$ cat src/rtl/wb_interconnect_2m1s.sv
// Two-master, one-slave Wishbone interconnect with round-robin arbitration.
// The grant is held for the whole cyc of the winner; responses return only to the owner.
module wb_interconnect_2m1s #(
    parameter int AW  = 32,
    parameter int DW  = 32,
    parameter int SW  = 4,
    parameter int BLW = 10
) (
    input  logic           clk_i,
    input  logic           rst_i,

    input  logic [DW-1:0]  m0_wbd_dat_i,
    input  logic [AW-1:0]  m0_wbd_adr_i,
    input  logic [SW-1:0]  m0_wbd_sel_i,
    input  logic           m0_wbd_we_i,
    input  logic           m0_wbd_cyc_i,
    input  logic           m0_wbd_stb_i,
    output logic [DW-1:0]  m0_wbd_dat_o,
    output logic           m0_wbd_ack_o,
    output logic           m0_wbd_lack_o,
    output logic           m0_wbd_err_o,

    input  logic [DW-1:0]  m1_wbd_dat_i,
    input  logic [AW-1:0]  m1_wbd_adr_i,
    input  logic [SW-1:0]  m1_wbd_sel_i,
    input  logic           m1_wbd_we_i,
    input  logic           m1_wbd_cyc_i,
    input  logic           m1_wbd_stb_i,
    input  logic [BLW-1:0] m1_wbd_bl_i,
    input  logic           m1_wbd_bry_i,
    output logic [DW-1:0]  m1_wbd_dat_o,
    output logic           m1_wbd_ack_o,
    output logic           m1_wbd_lack_o,
    output logic           m1_wbd_err_o,

    input  logic [DW-1:0]  s_wbd_dat_i,
    input  logic           s_wbd_ack_i,
    input  logic           s_wbd_lack_i,
    output logic [DW-1:0]  s_wbd_dat_o,
    output logic [AW-1:0]  s_wbd_adr_o,
    output logic [SW-1:0]  s_wbd_sel_o,
    output logic           s_wbd_we_o,
    output logic           s_wbd_cyc_o,
    output logic           s_wbd_stb_o,
    output logic [BLW-1:0] s_wbd_bl_o,
    output logic           s_wbd_bry_o
);

    typedef enum logic [1:0] {
        GNT_NONE = 2'd0,
        GNT_M0   = 2'd1,
        GNT_M1   = 2'd2
    } gnt_t;

    gnt_t gnt_q, gnt_d;
    // Last-served master: 0 = M0, 1 = M1.
    logic lst_q, lst_d;

    always_ff @(posedge clk_i or posedge rst_i) begin
        if (rst_i) begin
            gnt_q <= GNT_NONE;
            lst_q <= 1'b1;
        end else begin
            gnt_q <= gnt_d;
            lst_q <= lst_d;
        end
    end

    // The owner keeps the bus while its cyc is high; otherwise re-arbitrate at
    // this edge, which lets the other master take over with no idle cycle.
    always_comb begin
        gnt_d = gnt_q;
        lst_d = lst_q;
        if ((gnt_q == GNT_M0) && m0_wbd_cyc_i) begin
            gnt_d = GNT_M0;
        end else if ((gnt_q == GNT_M1) && m1_wbd_cyc_i) begin
            gnt_d = GNT_M1;
        end else if (m0_wbd_cyc_i && m1_wbd_cyc_i) begin
            gnt_d = lst_q ? GNT_M0 : GNT_M1;
            lst_d = ~lst_q;
        end else if (m0_wbd_cyc_i) begin
            gnt_d = GNT_M0;
            lst_d = 1'b0;
        end else if (m1_wbd_cyc_i) begin
            gnt_d = GNT_M1;
            lst_d = 1'b1;
        end else begin
            gnt_d = GNT_NONE;
        end
    end

    // Request mux and response routing; everything idles to 0 without a grant.
    always_comb begin
        s_wbd_dat_o   = '0;
        s_wbd_adr_o   = '0;
        s_wbd_sel_o   = '0;
        s_wbd_we_o    = 1'b0;
        s_wbd_cyc_o   = 1'b0;
        s_wbd_stb_o   = 1'b0;
        s_wbd_bl_o    = '0;
        s_wbd_bry_o   = 1'b0;
        m0_wbd_dat_o  = '0;
        m0_wbd_ack_o  = 1'b0;
        m0_wbd_lack_o = 1'b0;
        m1_wbd_dat_o  = '0;
        m1_wbd_ack_o  = 1'b0;
        m1_wbd_lack_o = 1'b0;
        case (gnt_q)
            GNT_M0: begin
                s_wbd_dat_o   = m0_wbd_dat_i;
                s_wbd_adr_o   = m0_wbd_adr_i;
                s_wbd_sel_o   = m0_wbd_sel_i;
                s_wbd_we_o    = m0_wbd_we_i;
                s_wbd_cyc_o   = m0_wbd_cyc_i;
                s_wbd_stb_o   = m0_wbd_stb_i;
                // M0 never bursts: present it as single-beat, always ready.
                s_wbd_bl_o    = BLW'(1);
                s_wbd_bry_o   = 1'b1;
                m0_wbd_dat_o  = s_wbd_dat_i;
                m0_wbd_ack_o  = s_wbd_ack_i;
                m0_wbd_lack_o = s_wbd_lack_i;
            end
            GNT_M1: begin
                s_wbd_dat_o   = m1_wbd_dat_i;
                s_wbd_adr_o   = m1_wbd_adr_i;
                s_wbd_sel_o   = m1_wbd_sel_i;
                s_wbd_we_o    = m1_wbd_we_i;
                s_wbd_cyc_o   = m1_wbd_cyc_i;
                s_wbd_stb_o   = m1_wbd_stb_i;
                s_wbd_bl_o    = m1_wbd_bl_i;
                s_wbd_bry_o   = m1_wbd_bry_i;
                m1_wbd_dat_o  = s_wbd_dat_i;
                m1_wbd_ack_o  = s_wbd_ack_i;
                m1_wbd_lack_o = s_wbd_lack_i;
            end
            default: begin
            end
        endcase
    end

    // Single slave with no decode, so nothing can ever error.
    assign m0_wbd_err_o = 1'b0;
    assign m1_wbd_err_o = 1'b0;

endmodule

$ cat config.mk
export PLATFORM = sky130hd
export DESIGN_NAME = wb_interconnect_2m1s
export DESIGN_NICKNAME = d
export VERILOG_FILES = /design/src/rtl/wb_interconnect_2m1s.sv
export SDC_FILE = /design/constraint.sdc
export NUM_CORES = 1
export LEC_CHECK = 0
export BUFFER_PORTS_ARGS = -buffer_cell sky130_fd_sc_hd__buf_2
export CAP_MARGIN = 20
export CORE_AREA = 3 3 132 134
export DETAILED_ROUTE_END_ITERATION = 8
export DIE_AREA = 0 0 135 137
export GPL_TIMING_DRIVEN = 0
export PLACE_DENSITY = 0.43
export SLEW_MARGIN = 0
export SYNTH_ARGS = -nofsm -noshare
export SYNTH_HDL_FRONTEND = slang
export SYNTH_SLANG_ARGS = --single-unit
export TNS_END_PERCENT = 20
$ cat constraint.sdc
create_clock -name clk_i -period 2.3 [get_ports clk_i]
set_input_delay 0.345 -clock clk_i [delete_from_list [all_inputs] [get_ports clk_i]]
set_output_delay 0.345 -clock clk_i [all_outputs]
set_load 0.01 [all_outputs]
==> summary.md <==
| Metric | Value |
|---|---|
| Status | `completed` |
| Unique cell type count in the Yosys netlist | `21` |
| TritonCTS Buffers | `3` |
| Via count of the first global-routing pass | `2976` |
| Detail Route Antenna Nets | `0` |
| Initial Utilization | `11.1%` |
| Cell count after synthesis | `276` |
| Final Total Pwr | `1.45 mW` |
| Post-DR wirelength/cell | `13.7 um` |
| Clock network fraction of design power | `19.0%` |
| Slew Viols, Final | `0` |
| Via density | `3.87` |
| HPWL after detailed placement | `9870 um` |
| Reported leakage power | `2.29 nW` |
| Number of top-level pins | `341` |
| Port-buffer cells | `338` |
| Area added between synthesis and finish | `113%` |
| Net switching power of the design | `0.671 mW` |
| Worst Setup Start Kind | `flip-flop` |
| MaxCap Viol Count | `0` |
| Total number of placement rows | `47` |
| CP Data Required Time | `1.96 ns` |
| Total power divided by cell area | `374 mW/mm^2` |
| Final TNS setup | `0 ns` |
| Maximum clock rate | `455 MHz` |
| Setup violations, final | `0` |
| Maximum number of pins on one net before global-route repair | `11` |
| PnR worst setup slack | `0.100 ns` |
| Detailed-router iteration count before antenna repair | `4` |
| Post-synth EDFFs | `0` |
| Core Box Area | `0.0164 mm^2` |
| Die width | `135 um` |
| Number of violations reported at the end of detailed-routing iteration 0 | `109` |
| Clock sinks | `3` |
| Power share of the sequential group | `4.7%` |
| DIE AREA | `0.0185 mm^2` |
| Die Height | `137 um` |
| Sequential standard cell area | `76.3 um^2` |
| Shortest clock period the worst path allows after layout | `2.20 ns` |
| Vias post-DR | `3248` |
| Antenna violations before repair | `0` |
| Grt total ovfl | `0` |
| Final cell count without fillers | `839` |
| Clock Tree Root | `sky130_fd_sc_hd__clkbuf_16` |
| Kind of path behind the tightest hold check | `in -> reg` |
| # DRC | `0` |
| Final estimated routing congestion in global placement | `0.740` |
| Flip-flop and latch count after synthesis | `3` |
| Fin. Hold Viols | `0` |
| Most frequent cells in the layout | `sky130_fd_sc_hd__buf_2, sky130_fd_sc_hd__and2_1, sky130_fd_sc_hd__nor2_1` |
| Number of filler instances in the final layout | `1868` |
| Post-CTS setup repair buffer count | `0` |
| Combined area of all synthesized cells | `0.00183 mm^2` |
| WL final | `11500 um` |
| Max Fanout on Critical Path | `10` |
| Worst slack at placement | `0.137 ns` |
| Layout cells sized above 1 | `63.3%` |
| Count of H-tree levels built during CTS | `1` |
| TritonCTS clock tree | `built` |
| Crit Path Class | `reg -> out` |
| Wire length of the first global-routing pass | `15800 um` |
| Most common cell after layout, fill and taps aside | `sky130_fd_sc_hd__buf_2` |
| Maximum vdd drop | `0.150 mV` |
| Total area of multi-input combinational cells | `0.00152 mm^2` |
| Worst rel slew slack | `66.1%` |
| Capturing element type of the critical path | `output port` |
| Internal Dissipation | `0.781 mW` |
| RSZ-0062 raised after global routing | `false` |
| Power share of the combinational group | `76.3%` |
| Portion of the clock cycle consumed by the worst path in the final layout | `95.6%` |
| Source-to-sink clock delay at the later pin of the worst-skew pair | `0.22 ns` |
| Average size of a mapped cell | `6.62 um^2` |
| Seq/Total Area, Yosys | `4.18%` |
| Worst Skew | `0.00143 ns` |
| Buffers from clock root to sink, at most | `2` |
| Final antenna diode count | `0` |
| FFs w/ async S/R, synth | `100%` |
| Number of placed instances with taps included | `835` |
| Measured slew at the worst slew-check pin | `0.508 ns` |
| Arrival time worst endpoint | `1.85 ns` |
| Number of nets in the layout | `811` |
| Clock-pin slew of the registers on the worst-case setup and hold paths | `0.03 ns` |
| Global routing usage summed across all routing layers | `10.5%` |
| Sw Share | `46.2%` |
| Commonest register cell after synthesis | `sky130_fd_sc_hd__dfrtp_1` |
| Total of warnings raised by yosys | `0` |
## layout make-up
type / count / share of cell area [%]
Clock buffer: 4 / 2.03
Inverter: 4 / 0.387
Multi-Input combinational cell: 235 / 39.2
Buffer: 34 / 5.48
Tap cell: 220 / 7.09
Timing Repair Buffer: 339 / 43.8
Sequential cell: 3 / 1.97
## final timing paths
check	slack, ns	to	from	cells past startpoint
max	0.10	s_wbd_adr_o[14]	gnt_q[0]	6
min	0.35	lst_q	m0_wbd_cyc_i	2
max reg2reg	0.90	gnt_q[0]	gnt_q[0]	5
min reg2reg	0.53	lst_q	lst_q	2
max in group asynchronous	1.54	lst_q	rst_i	3
min in group asynchronous	0.56	gnt_q[1]	rst_i	3
## sequential cells by signal, indices dropped and copies added, names as in the netlist
signal / cells
gnt_q: 2
lst_q: 1
## layer usage
layer / track usage (%) / part of all wire (%)
met1: 11.9 / 38
met5: 0 / 0
met4: 0.672 / 0.17
met3: 1.80 / 8.3
met2: 21.4 / 54
## cell families (layout without fill, tap and decap cells)
kind of cell | after synthesis | in the layout | synth area share, %
AND/OR/NAND/NOR | 155 | 155 | 43.7
AO/OA/AOI/OAI | 76 | 76 | 37.9
adder cells (fa/ha/maj) | 2 | 2 | 1.37
other | 1 | 2 | 0.205
flip-flops | 3 | 3 | 4.18
buffers and inverters | 39 | 381 | 12.6
## timing repair
item | 4_1_cts | 5_1_grt
endpoints found under the hold margin | 2 | 0
resized for setup | 1 | 1
hold buffers | 1 | 0
setup endpoints to repair | 10 | 10
## critical path: stages (launching register included)
cell	delay, ns
sky130_fd_sc_hd__dfrtp_1	0.34
sky130_fd_sc_hd__inv_1	0.05
sky130_fd_sc_hd__ha_1	0.26
sky130_fd_sc_hd__buf_2	0.26
sky130_fd_sc_hd__clkbuf_1	0.45
sky130_fd_sc_hd__nor2_1	0.11
sky130_fd_sc_hd__buf_2	0.16
## synth_stat cells (2+ instances only)
| cell | instances | area share, % |
|---|---|---|
| sky130_fd_sc_hd__buf_2 | 13 | 3.6 |
| sky130_fd_sc_hd__buf_8 | 2 | 1.6 |
| sky130_fd_sc_hd__ha_1 | 2 | 1.4 |
| sky130_fd_sc_hd__buf_1 | 3 | 0.62 |
| sky130_fd_sc_hd__clkbuf_1 | 10 | 2.1 |
| sky130_fd_sc_hd__nor2_1 | 73 | 15 |
| sky130_fd_sc_hd__inv_1 | 4 | 0.82 |
| sky130_fd_sc_hd__a21oi_1 | 3 | 0.82 |
| sky130_fd_sc_hd__nand2b_1 | 2 | 0.68 |
| sky130_fd_sc_hd__a22oi_1 | 46 | 19 |
| sky130_fd_sc_hd__and2_1 | 78 | 27 |
| sky130_fd_sc_hd__dfrtp_1 | 2 | 2.7 |
| sky130_fd_sc_hd__buf_4 | 2 | 0.82 |
| sky130_fd_sc_hd__a22oi_2 | 25 | 17 |
| sky130_fd_sc_hd__buf_6 | 5 | 3.1 |
## per-stage QoR
stage                     hold WS, ns  utilization (%)  area [um^2]
after global routing            0.364             23.7         3880
after CTS                       0.357             23.7         3890
after global placement          0.224             23.1         3800
after detailed placement        0.222             23.1         3800
final                           0.350             23.7         3880
after floorplan                0.0979                -         1830
## power by group through the flow
stage	combinational (mW)	clock [mW]	sequential (mW)
floorplan	0.602	0	0.0671
global placement	1.14	0	0.0686
detailed placement	1.13	0	0.0686
CTS	1.14	0.283	0.0681
global route	1.22	0.288	0.0689
finish	1.11	0.276	0.0680
Power figures use the tool's default switching activity.
